[src/rtl/truth_table_capture.sv]
// Sweeps every input vector onto a boolean block, captures its output and grades it.
// Optional early abort on first mismatch: define TT_CAPTURE_EARLY_ABORT_EN.
module truth_table_capture #(
  parameter  int NUM_IN = 3,
  parameter  int SETTLE = 2,
  localparam int TT_W   = 2**NUM_IN,
  parameter  logic [TT_W-1:0] EXPECTED = 8'hED
) (
  input  logic              clk,
  input  logic              rst_n,
  input  logic              start,
  input  logic              f_in,
  output logic [NUM_IN-1:0] w_out,
  output logic              busy,
  output logic              done,
  output logic [TT_W-1:0]   table_out,
  output logic              pass,
  output logic [NUM_IN-1:0] fail_idx
);

  typedef enum logic [1:0] {
    IDLE,
    APPLY,
    SAMPLE,
    FINISH
  } state_t;

  // APPLY covers SETTLE cycles; SAMPLE adds the final cycle of the hold.
  localparam logic [3:0] RELOAD = 4'((SETTLE > 0) ? SETTLE - 1 : 0);
  localparam state_t     FIRST  = (SETTLE == 0) ? SAMPLE : APPLY;
  localparam logic [NUM_IN-1:0] LAST_IDX = NUM_IN'(TT_W - 1);

  state_t            state;
  logic [NUM_IN-1:0] idx;
  logic [3:0]        cnt;

  logic [TT_W-1:0]   tbl_next;
  logic [NUM_IN-1:0] first_bad;
  logic              tbl_ok;
  logic              last;
  logic              abort;

  always_comb begin
    tbl_next      = table_out;
    tbl_next[idx] = f_in;
  end

  // Scan downward so the lowest mismatching index wins.
  always_comb begin
    first_bad = '0;
    for (int i = TT_W - 1; i >= 0; i--) begin
      if (tbl_next[i] != EXPECTED[i]) begin
        first_bad = NUM_IN'(i);
      end
    end
  end

  assign tbl_ok = (tbl_next == EXPECTED);
  assign last   = (idx == LAST_IDX);

`ifdef TT_CAPTURE_EARLY_ABORT_EN
  assign abort = (f_in != EXPECTED[idx]);
`else
  assign abort = 1'b0;
`endif

  always_ff @(posedge clk or negedge rst_n) begin
    if (!rst_n) begin
      state     <= IDLE;
      idx       <= '0;
      cnt       <= '0;
      w_out     <= '0;
      busy      <= 1'b0;
      done      <= 1'b0;
      table_out <= '0;
      pass      <= 1'b0;
      fail_idx  <= '0;
    end else begin
      unique case (state)
        IDLE: begin
          done  <= 1'b0;
          w_out <= '0;
          if (start) begin
            state     <= FIRST;
            busy      <= 1'b1;
            idx       <= '0;
            cnt       <= RELOAD;
            table_out <= '0;
            pass      <= 1'b0;
            fail_idx  <= '0;
          end
        end
        APPLY: begin
          if (cnt == 4'd0) begin
            state <= SAMPLE;
          end else begin
            cnt <= cnt - 4'd1;
          end
        end
        SAMPLE: begin
          table_out <= tbl_next;
          if (last || abort) begin
            state    <= FINISH;
            busy     <= 1'b0;
            done     <= 1'b1;
            w_out    <= '0;
            pass     <= tbl_ok;
            fail_idx <= tbl_ok ? '0 : first_bad;
          end else begin
            state <= FIRST;
            idx   <= idx + 1'b1;
            w_out <= idx + 1'b1;
            cnt   <= RELOAD;
          end
        end
        FINISH: begin
          done  <= 1'b0;
          state <= IDLE;
        end
        default: begin
          state <= IDLE;
        end
      endcase
    end
  end

endmodule

[config.mk]
export PLATFORM = sky130hd
export DESIGN_NAME = truth_table_capture
export DESIGN_NICKNAME = d
export VERILOG_FILES = /design/src/rtl/truth_table_capture.sv
export SDC_FILE = /design/constraint.sdc
export NUM_CORES = 1
export LEC_CHECK = 0
export ABC_AREA = 1
export CORE_MARGIN = 3
export CORE_UTILIZATION = 50
export DETAILED_ROUTE_END_ITERATION = 10
export GPL_TIMING_DRIVEN = 0
export PLACE_DENSITY = 0.79
export SETUP_SLACK_MARGIN = 0.02
export SLEW_MARGIN = 20
export SYNTH_ARGS = -nofsm -noshare
export SYNTH_HDL_FRONTEND = slang
export SYNTH_SLANG_ARGS = --single-unit
[constraint.sdc]
create_clock -name clk -period 2.23 [get_ports clk]
set_input_delay 0.669 -clock clk [delete_from_list [all_inputs] [get_ports clk]]
set_output_delay 0.669 -clock clk [all_outputs]
set_load 0.02 [all_outputs]
# Word level (Yosys, flattened, before mapping)
# Index checks and enable logic that the tools add are counted.
# totals
ff_bits	26
latchBits	0
ramBits	0
romBits	0
input_bits	4
wordCells	73
n_memories	0
# classes
n_addsub	2
multipliers	0
div_mod_pow	0
order_cmp	2
eq_ne	10
n_shift	0
n_mux	37
n_bitwise	0
n_reduce_logical	13
# ops
operator	count
$mux W3	13
$pmux W3 S2	3
$pmux W8 S2	1
$mux W4	3
$pmux W4 S3	1
$ne A2 B2 Y1 const B	5
$bwmux W8	1
$eq A8 B8 Y1 const B	1
$mux W8	1
$pmux W2 S4	1
$mux W1	6
$mux W2	3
$pmux W1 S2	3
$reduce_and A2 Y1	3
$reduce_and A3 Y1	2
$eq A2 B2 Y1 const B	2
$logic_not A4 Y1	1
$lt A3 B4 Y1 const B	1
$reduce_and A4 Y1	1
$reduce_bool A2 Y1	2
$sub A4 B1 Y4 const B	1
$add A3 B1 Y3 const B	1
$demux W1 S3	1
$eq A3 B3 Y1 const B	1
6 further kinds	6

# Depth between registers and ports, before layout
# depth
depth_word	16
mapped_depth	12

# Least setup slack after synthesis
# OpenSTA, ideal clock, no wires.
# synth_timing
kind	register to register
startpoint	reg idx[0]
endpoint	reg cnt[3]
arrival_time_ns	1.535
t_required_ns	2.106
setup_slack_ns	0.572
path_stages_with_launch	10
path_buffers	0
cell_sequence	dfrtp_1 -> ha_1 -> ha_1 -> nand2_1 -> inv_1 -> nor2_1 -> nand3b_1 -> nor2_1 -> nand2_1 -> nor3b_1
# synth_via
elab_chain_cells	3
# synth_lines
element	line_no	rtl
from (decl)	34	logic [NUM_IN-1:0] idx;
from (signal assigned)	111	idx <= idx + 1'b1;
$eq A3 B3 Y1	59	assign last = (idx == LAST_IDX);
$ne A2 B2 Y1 (no source line)	--	
$reduce_and A4 Y1 (no source line)	--	
to (signal assigned)	97	cnt <= cnt - 4'd1;
to (decl)	35	logic [3:0] cnt;
# No other way between the ends.
# A chain may end at the register's enable or synchronous reset.

# Final worst setup path
# layout_timing
startpoint	reg table_out[2]
endpoint	out table_out[2]
# layout_rtl
element	line_no	rtl
from (decl)	16	output logic [TT_W-1:0] table_out,
from (signal assigned)	101	table_out <= tbl_next;
# No word-level cell between the ends.

==> metrics <==
outcome finished clean; Via density about 5.3; critical path depth 1; Initial DRC Count between 70 and 80; I/O pins 21; port buffer count 20; worst path cell trace clkdlybuf4s50_1; DIE HEIGHT 59.8 um; Critical Path Fanout Max 3; asr flop ratio synth 1.00; final setup margin around 0.22 ns; first-pass GRT wire length 5.08 mm; drt pass-1 iters 4; grt total ovfl 0; Setup Total Neg Slack 0 ns; PD cells 1130 nW/um^2; pin count of the biggest net entering global routing 27; cts repair resizes 0; count leader, synth nand2_1; Gate power share 0.542; data required time of the worst path 1.56 ns; switching power 890 uW; layout cells sized above 1 0.133; Post-Syn Area per Cell 8.04 um^2; Clock Path Buffers 2; P_int 1040 uW; Hold Fails Final Rpt 0; Die ar. 3580 um^2; core area ~2600 um^2; Post-Syn Area ~1400 um^2; GPL Wtd Cong 0.909; Synth area leaders dfrtp_1 (45%), nand2_1 (14%), ha_1 (6.1%); Rel. slew slack 0.616; HP Class in2async; FF-to-FF path depth 9; Tcrit/Tclk final 0.903; Sink Count 26; switch share 0.462; DR vias 1244; dpl ws 0.0514 ns; Slew Limit Fails 0; unrepaired setup endpoints after global routing no; number of setup buffers added after CTS 0; final-stage net count 216; LEAKAGE around 0.00084 uW; Clock power frac 0.101; Placement Rows 18; CP Launch Type flip-flop; area after detailed placement 1680 um^2; critical path class reg2out; Post-synth EDFFs 0; final setup fails 0; Routed Antenna Nets 0; syn nets 191; Num CTS Buffers 3; vias in the first global route ~1200; min cycle time layout approximately 2.0 ns; CTS root buffer clkbuf_4; initial core utilization 0.554; number of distinct library cells after synthesis 23; total power a little under 2000 uW; Max Cap Violations 0; sequential area share after synthesis 0.449; largest area contributor in the netlist dfrtp_1; Mapped Cells 180; CP top delay family buffers and inverters; Reg power frac 0.357; Tightest Pin Transition 0.577 ns; Post-DP HPWL ~2.2 mm; Worst VDD drop 0.773 mV; clk slew on worst S/H paths 0.13 ns; Die Wd 59.8 um; clock skew 0.000646 ns; antenna cell count 0; endpoint class of the critical path output pin; clk_lat worst skew 0.31 ns; YS warnings 0; CP Data Arrival Time ~1.3 ns; Synth top cells by count nand2_1 (53), dfrtp_1 (26), inv_1 (20), nand3_1 (12), nor2_1 (10); Layout area overhead 17.6%; post-route cell area between 1500 and 2000 um^2; mean routed wirelength per cell 12.2 um; DRC Markers 0; Fmax achieved 497 MHz; initial antenna violation count 0; CTS tree done; Bufs and invs on worst path 1; Total GRT Usage 0.184; FF+latch count, synth 26; final WL 2.83 mm; Synth top area share 0.449; H-tree depth 1; Top FF cell, synth dfrtp_1; CP max stage delay between 0.6 and 0.7 ns; Worst path slowest cell clkdlybuf4s50_1; Hold Buf Count CTS 0
[cell usage in the layout (no fill, tap or decap), types with 4 or more instances in the layout]
| cell type | count |
|---|---|
| nand2_2 | 4 |
| nand3_2 | 5 |
| nor2_1 | 10 |
| clkdlybuf4s50_1 | 19 |
| dfrtp_1 | 26 |
| o21ai_0 | 7 |
| o22ai_1 | 6 |
| nand2_1 | 53 |
| nand3_1 | 12 |
| ha_1 | 7 |
| o21ai_2 | 5 |
| inv_1 | 20 |
[through the flow]
| step | utilization | hold WS [ns] | instances |
|---|---|---|---|
| global route | 0.652 | 0.348 | 233 |
| CTS | 0.652 | 0.345 | 233 |
| global placement | 0.645 | 0.461 | 230 |
| finish | 0.652 | 0.328 | 233 |
| floorplan | - | 0.373 | 180 |
| detailed placement | 0.643 | 0.464 | 230 |
[cell type report]
class                           instances  area [um^2]
Buffer                                  3         22.5
Clock buffer                            3         22.5
Fill cell                             239          910
Inverter                               24         91.3
Multi-Input combinational cell        127          683
Sequential cell                        26          651
Tap cell                               30         37.5
Timing Repair Buffer                   20          195
[final timing paths]
kind | slack, ns | end | from
max | 0.22 | table_out[2] | table_out[2]
min reg2reg | 0.49 | fail_idx[0] | fail_idx[0]
min in group clk | 0.49 | fail_idx[0] | fail_idx[0]
max reg2reg | 0.40 | cnt[3] | idx[1]
min | 0.33 | cnt[0] | rst_n
max in group asynchronous | 1.52 | table_out[3] | rst_n
[power by group through the flow]
stage          clock network, uW  registers [uW]  logic, uW
2_1_floorplan                  0             745        705
3_3_place_gp                   0             691       1020
3_5_place_dp                   0             698       1040
4_1_cts                      202             688       1050
5_1_grt                      222             705       1200
6_report                     195             688       1040
[routing by layer]
metal	wire (um)	global-route usage	vias up
met2	1250	0.284	29
met3	117	0.0238	8
li1	-	-	637
met5	0	0	-
met1	1400	0.258	570
met4	58	0.0823	0
[registers in the layout, indices dropped and copies added (netlist names)]
name,flops
table_out,8
cnt,4
fail_idx,3
idx,3
w_out,3
state,2
busy,1
done,1
pass,1
[logic make-up after synthesis]
kind of cell | count (synthesis) | share of synthesized area
flip-flops | 26 | 0.449
AND/OR/NAND/NOR | 95 | 0.303
adder cells (fa/ha/maj) | 7 | 0.0605
buffers and inverters | 27 | 0.0786
AO/OA/AOI/OAI | 25 | 0.108
Power figures use the tool's default switching activity.
